File: config.mk
export PLATFORM = sky130hd
export DESIGN_NAME = uart_link_arbiter
export DESIGN_NICKNAME = d
export VERILOG_FILES = /design/src/rtl/uart_link_arbiter.sv
export SDC_FILE = /design/constraint.sdc
export NUM_CORES = 1
export LEC_CHECK = 0
export BUFFER_PORTS_ARGS = -buffer_cell sky130_fd_sc_hd__clkbuf_2
export CORE_MARGIN = 10
export CORE_UTILIZATION = 55
export CTS_CLUSTER_DIAMETER = 40
export DETAILED_ROUTE_END_ITERATION = 6
export GPL_TIMING_DRIVEN = 1
export HOLD_SLACK_MARGIN = 0.08
export PLACE_DENSITY = 0.76
export SYNTH_ARGS = -nofsm -noshare
export SYNTH_HDL_FRONTEND = slang
export SYNTH_SLANG_ARGS = --single-unit
File: constraint.sdc
create_clock -name clock_i -period 5.2 [get_ports clock_i]
set_input_delay 0 -clock clock_i [delete_from_list [all_inputs] [get_ports clock_i]]
set_output_delay 0 -clock clock_i [all_outputs]
set_load 0.005 [all_outputs]
File: src/rtl/uart_link_arbiter.sv
// rtl/uart_link_arbiter.sv - round-robin arbiter sharing one inter-board UART link between three requesters
//
// Parameters:
//   TIMEOUT_CYCLES  maximum cycles a grant may be held before a forced release (2..65535)
//   GAP_CYCLES      idle cycles with no grant after every release (0 = straight back to IDLE)
//
// Ports:
//   clock_i          system clock, rising edge
//   rst_i            asynchronous active-high reset
//   enable_i         allows new grants when high; sampled only while idle
//   req_i[2:0]       level-sensitive link requests, one bit per bus instance
//   done_i[2:0]      end-of-frame pulses; only the current owner's bit matters
//   grant_o[2:0]     registered one-hot grant, zero while the link is free
//   owner_o[1:0]     index of the current (or most recent) grant holder
//   busy_o           high while a grant or the post-release gap is active
//   timeout_flag_o   one-cycle pulse on the cycle a grant drops due to timeout
//   timeout_count_o  saturating count of timeout releases (only with ARB_STATS_EN)
//
// Build option:
//   ARB_STATS_EN     adds timeout_count_o and its saturating counter

module uart_link_arbiter #(
    parameter int TIMEOUT_CYCLES = 4096,
    parameter int GAP_CYCLES     = 2
) (
    input  logic       clock_i,
    input  logic       rst_i,
    input  logic       enable_i,
    input  logic [2:0] req_i,
    input  logic [2:0] done_i,
    output logic [2:0] grant_o,
    output logic [1:0] owner_o,
    output logic       busy_o,
`ifdef ARB_STATS_EN
    output logic       timeout_flag_o,
    output logic [7:0] timeout_count_o
`else
    output logic       timeout_flag_o
`endif
);

    // The timer is shared by GRANT and GAP, so it is widened if the gap
    // length would not fit in the timeout-sized counter.
    localparam int TW_TO  = $clog2(TIMEOUT_CYCLES);
    localparam int TW_GAP = (GAP_CYCLES > 1) ? $clog2(GAP_CYCLES) : 1;
    localparam int TW     = (TW_TO > TW_GAP) ? TW_TO : TW_GAP;

    localparam logic [TW-1:0] TO_LAST  = TW'(TIMEOUT_CYCLES - 1);
    localparam logic [TW-1:0] GAP_LAST = TW'((GAP_CYCLES > 0) ? GAP_CYCLES - 1 : 0);

    typedef enum logic [1:0] {
        S_IDLE  = 2'd0,
        S_GRANT = 2'd1,
        S_GAP   = 2'd2
    } state_t;

    state_t          state_q, state_d;
    logic [TW-1:0]   timer_q, timer_d;
    logic [2:0]      grant_q, grant_d;
    logic [1:0]      owner_q, owner_d;
    logic            busy_q, busy_d;
    logic            tflag_q, tflag_d;

    // Search order owner+1, owner+2, owner (mod 3): the last holder always
    // has the lowest priority.
    function automatic logic [1:0] pick_winner(input logic [1:0] last, input logic [2:0] r);
        logic [1:0] n1;
        logic [1:0] n2;
        n1 = (last == 2'd2) ? 2'd0 : last + 2'd1;
        n2 = (n1 == 2'd2) ? 2'd0 : n1 + 2'd1;
        if (r[n1])
            pick_winner = n1;
        else if (r[n2])
            pick_winner = n2;
        else
            pick_winner = last;
    endfunction

    always_ff @(posedge clock_i or posedge rst_i) begin
        if (rst_i) begin
            state_q <= S_IDLE;
            timer_q <= '0;
            grant_q <= 3'b000;
            owner_q <= 2'd2;
            busy_q  <= 1'b0;
            tflag_q <= 1'b0;
        end else begin
            state_q <= state_d;
            timer_q <= timer_d;
            grant_q <= grant_d;
            owner_q <= owner_d;
            busy_q  <= busy_d;
            tflag_q <= tflag_d;
        end
    end

    always_comb begin
        logic       release_now;
        logic       by_timeout;
        logic [1:0] winner;

        state_d     = state_q;
        timer_d     = timer_q;
        grant_d     = grant_q;
        owner_d     = owner_q;
        busy_d      = busy_q;
        tflag_d     = 1'b0;
        release_now = 1'b0;
        by_timeout  = 1'b0;
        winner      = pick_winner(owner_q, req_i);

        case (state_q)
            S_IDLE: begin
                if (enable_i && (req_i != 3'b000)) begin
                    grant_d = 3'b001 << winner;
                    owner_d = winner;
                    busy_d  = 1'b1;
                    timer_d = '0;
                    state_d = S_GRANT;
                end
            end

            S_GRANT: begin
                // done beats an abort, and both beat the timeout, so a done
                // landing on the last timeout cycle never raises the flag.
                if (done_i[owner_q]) begin
                    release_now = 1'b1;
                end else if (!req_i[owner_q]) begin
                    release_now = 1'b1;
                end else if (timer_q == TO_LAST) begin
                    release_now = 1'b1;
                    by_timeout  = 1'b1;
                end else begin
                    timer_d = timer_q + 1'b1;
                end

                if (release_now) begin
                    grant_d = 3'b000;
                    timer_d = '0;
                    tflag_d = by_timeout;
                    if (GAP_CYCLES > 0) begin
                        state_d = S_GAP;
                        busy_d  = 1'b1;
                    end else begin
                        state_d = S_IDLE;
                        busy_d  = 1'b0;
                    end
                end
            end

            S_GAP: begin
                if (timer_q == GAP_LAST) begin
                    state_d = S_IDLE;
                    busy_d  = 1'b0;
                    timer_d = '0;
                end else begin
                    timer_d = timer_q + 1'b1;
                end
            end

            default: begin
                state_d = S_IDLE;
                grant_d = 3'b000;
                busy_d  = 1'b0;
                timer_d = '0;
            end
        endcase
    end

    assign grant_o        = grant_q;
    assign owner_o        = owner_q;
    assign busy_o         = busy_q;
    assign timeout_flag_o = tflag_q;

`ifdef ARB_STATS_EN
    logic [7:0] tcount_q;

    // Counts on the same edge that raises timeout_flag_o.
    always_ff @(posedge clock_i or posedge rst_i) begin
        if (rst_i)
            tcount_q <= 8'h00;
        else if (tflag_d && (tcount_q != 8'hFF))
            tcount_q <= tcount_q + 8'h01;
    end

    assign timeout_count_o = tcount_q;
`endif

endmodule

==> impl_metrics.toml <==
[run_status]
outcome = "completed"

[yosys]
synth.avg_cell_area_um2 = 9.14
synth_top_flop_cell = "dfrtp_1"
synth_area_leader_cell = "dfrtp_1"
yosysWarnings = 0
ys_seq_area_share_pct = 37.4
syn_nets = 168
synth-seq-cells = 21
postSynthCellCount = 154
synth_cell_types = 46
synth_edf_count = 0
netlist.area_leader.share_pct = 35.6
async_flop_share_pct = 100
synth.area.top_cells = "dfrtp_1 36%, nand2_1 5.6%, o2111ai_1 5.6%, ha_1 4.4%, o21ai_0 3.2%"
netlist_area_um2 = 1410

[grt]
grt_pass1_wl_mm = 5.82
grt_pass1_vias = 1235
antenna_found_initial = 0
grt_overflow_total = 0
grt_max_degree = 22
grt_usage_pct = 13.4

[drt]
wire_per_inst_um = 16.5
first_pass_iters = 4
ant_nets = 0
routed_wl_mm = 3.28
avgViaCountPerCell = 6.29
drt_iter0_markers = 164
vias = 1252
drc_errors = 0

[power]
p_comb_share_pct = 48.2
power_mw = 0.607
switchingPower_mw = 0.263
p_clk_share_pct = 13.5
powerDensity_nw_per_um2 = 392
intPower_mw = 0.343
power.share.sequential_pct = 38.3
vdd_drop_max_mv = 0.263
swShare_pct = 43.4
p_leak_nw = 0.638

[setup_path]
path_cells = "nor4_1 -> a41oi_2 -> nor3_1 -> mux2_2"
crit_path_max_fanout = 15
cp.arrival_ns = 2.45
path_class = "flop to flop"
path_buf_inv = 0
r2r_start = "timer_q[7]"
crit_path_max_incr_delay_ns = 0.48
worst-r2r-cell-count = 4
worst_ep_required_time_ns = 5.42
critPathTopFamily = "simple AND/OR/NAND/NOR gates"
crit_slowest_cell = "a41oi_2"
r2r-end = "state_q[1]"
endpoint_kind = "flop"
start_kind = "flop"
ff2ff_setup_slack_ns = 2.97

[floorplanning]
die_h_um = 70.6
initial_core_util_pct = 57.3
rows = 18
die_area_um2 = 4980
ios = 16
core_um2 = 2450
fp.dieW_um = 70.6

[clock_network]
cts_buffers = 3
post-cts-setup-buffer-count = 0
clk_latency_ns = 0.31
cts_tree = "yes"
clock-sinks = 21
cts_hold_buf = 4
ctsResizeCount = 0
root_buffer = "clkbuf_4"
clock_path_buffers = 2
ctsHtreeMaxLevel = 1
clkSlewWorstSetupHoldPaths_ns = 0.12

[layout]
final_area_um2 = 1550
diodes = 0
final_cell_mix = "21 x nand2_1, 20 x dfrtp_1, 15 x clkbuf_2"
final_common_cell = "nand2_1"
fin_nets = 184
area_growth_pct = 9.96
layout-drive-gt1-share_pct = 19.5
fin_cells = 199

[placed_design]
dpl.cell_count = 191
placed_cell_area_um2 = 1480
port_buffers = 15
gp_congestion = 0.909
dp_hpwl_mm = 2.24

[flow_run]
cap_violations = 0

[sta]
hold_violations = 0
fmax_mhz = 448
worst_pin_slew_ns = 0.806
slew_viol_final = 0
tns_ns = 0
finalCritPeriodShare_pct = 43.0
setup_violations = 0
post-route-min-period_ns = 2.23
rsz0062_at_grt = "false"
fin_worst_hold_slack_ns = 0.111
skew_ns = 0.00921
slew_headroom_pct = 46.2

[worst_hold_path]
worstHoldPathType = "input port to flop"
hold_depth = 5
whs_endpoint = "timeout_flag_o"
hp-start = "done_i[2]"
layer usage:
| metal | wire (um) | global-route usage (%) | vias to the layer above |
|---|---|---|---|
| li1 | - | - | 607 |
| met1 | 1490 | 16.6 | 591 |
| met2 | 1540 | 21.9 | 48 |
| met3 | 204 | 3.63 | 6 |
| met4 | 42 | 4.73 | 0 |
| met5 | 0 | 0 | - |
cells in the mapped netlist, types with 2 or more instances:
master and count:
and4_4 2, nand2_1 21, clkbuf_1 3, nor4_1 3, or2_2 3, nor2_1 8, nor3_1 2, o21ai_0 9
o211ai_1 6, a21oi_1 2, nand4_1 2, o311ai_1 3, o31ai_1 3, nand3_1 5, dfrtp_1 20, o2111ai_1 9
or3_1 3, ha_1 5, nand2b_1 3, and3_1 3, nor2b_1 2, inv_1 8, and2_1 2, buf_2 4
mux2_4 2
cell families (layout without fill, tap and decap cells):
group / after synthesis / after routing / share of synthesized area, %
flops: 21 / 21 / 37.4
buf+inv: 16 / 31 / 4.89
mux: 4 / 4 / 3.64
fa+ha+maj: 5 / 5 / 4.44
compound gates: 43 / 43 / 24.4
simple gates: 65 / 65 / 25.2
worst register-to-register path: cells and delay by family, from the launching register on:
| family | cells | cell delay, ns |
|---|---|---|
| DFF | 1 | 0.45 |
| muxes | 1 | 0.37 |
| and+or+nand+nor | 2 | 0.85 |
| AOI/OAI and AO/OA | 1 | 0.48 |
how the worst max path moves through the flow:
| stage | cells past startpoint | startpoint | to | slack (ns) |
|---|---|---|---|---|
| 6_report | 4 | timer_q[7] | state_q[1] | 2.97 |
| 5_1_grt | 4 | timer_q[5] | state_q[1] | 2.82 |
| 4_1_cts | 4 | timer_q[7] | state_q[1] | 2.98 |
| 3_5_place_dp | 4 | timer_q[5] | state_q[1] | 3.07 |
| 3_3_place_gp | 4 | timer_q[5] | state_q[1] | 3.13 |
| 2_1_floorplan | 6 | owner_o[1] | grant_o[0] | 3.26 |
through the flow:
step	worst slack [ns]	util, %
floorplan	3.26	-
global placement	3.13	60.3
detailed placement	3.07	60.3
CTS	2.98	63.0
global route	2.82	63.0
finish	2.97	63.0
state kept, by name, indices dropped and copies added, names as in the netlist:
name	cells
grant_o	3
timer_q	12
state_q	2
busy_o	1
owner_o	2
timeout_flag_o	1
power groups by stage:
stage,Combinational [mW],Sequential (mW),Clock [mW]
floorplan,0.229,0.222,0
global placement,0.280,0.233,0
detailed placement,0.286,0.235,0
CTS,0.291,0.232,0.0815
global route,0.324,0.239,0.0891
finish,0.292,0.232,0.0819
final cells by class:
| type | count | area, um^2 |
|---|---|---|
| inverter | 8 | 30.0 |
| multi-input combinational | 117 | 812 |
| fill | 195 | 907 |
| tap | 30 | 37.5 |
| clock buffer | 4 | 26.3 |
| sequential | 21 | 527 |
| timing repair buffer | 19 | 115 |
Note: power is estimated with default switching activity, not from simulation.
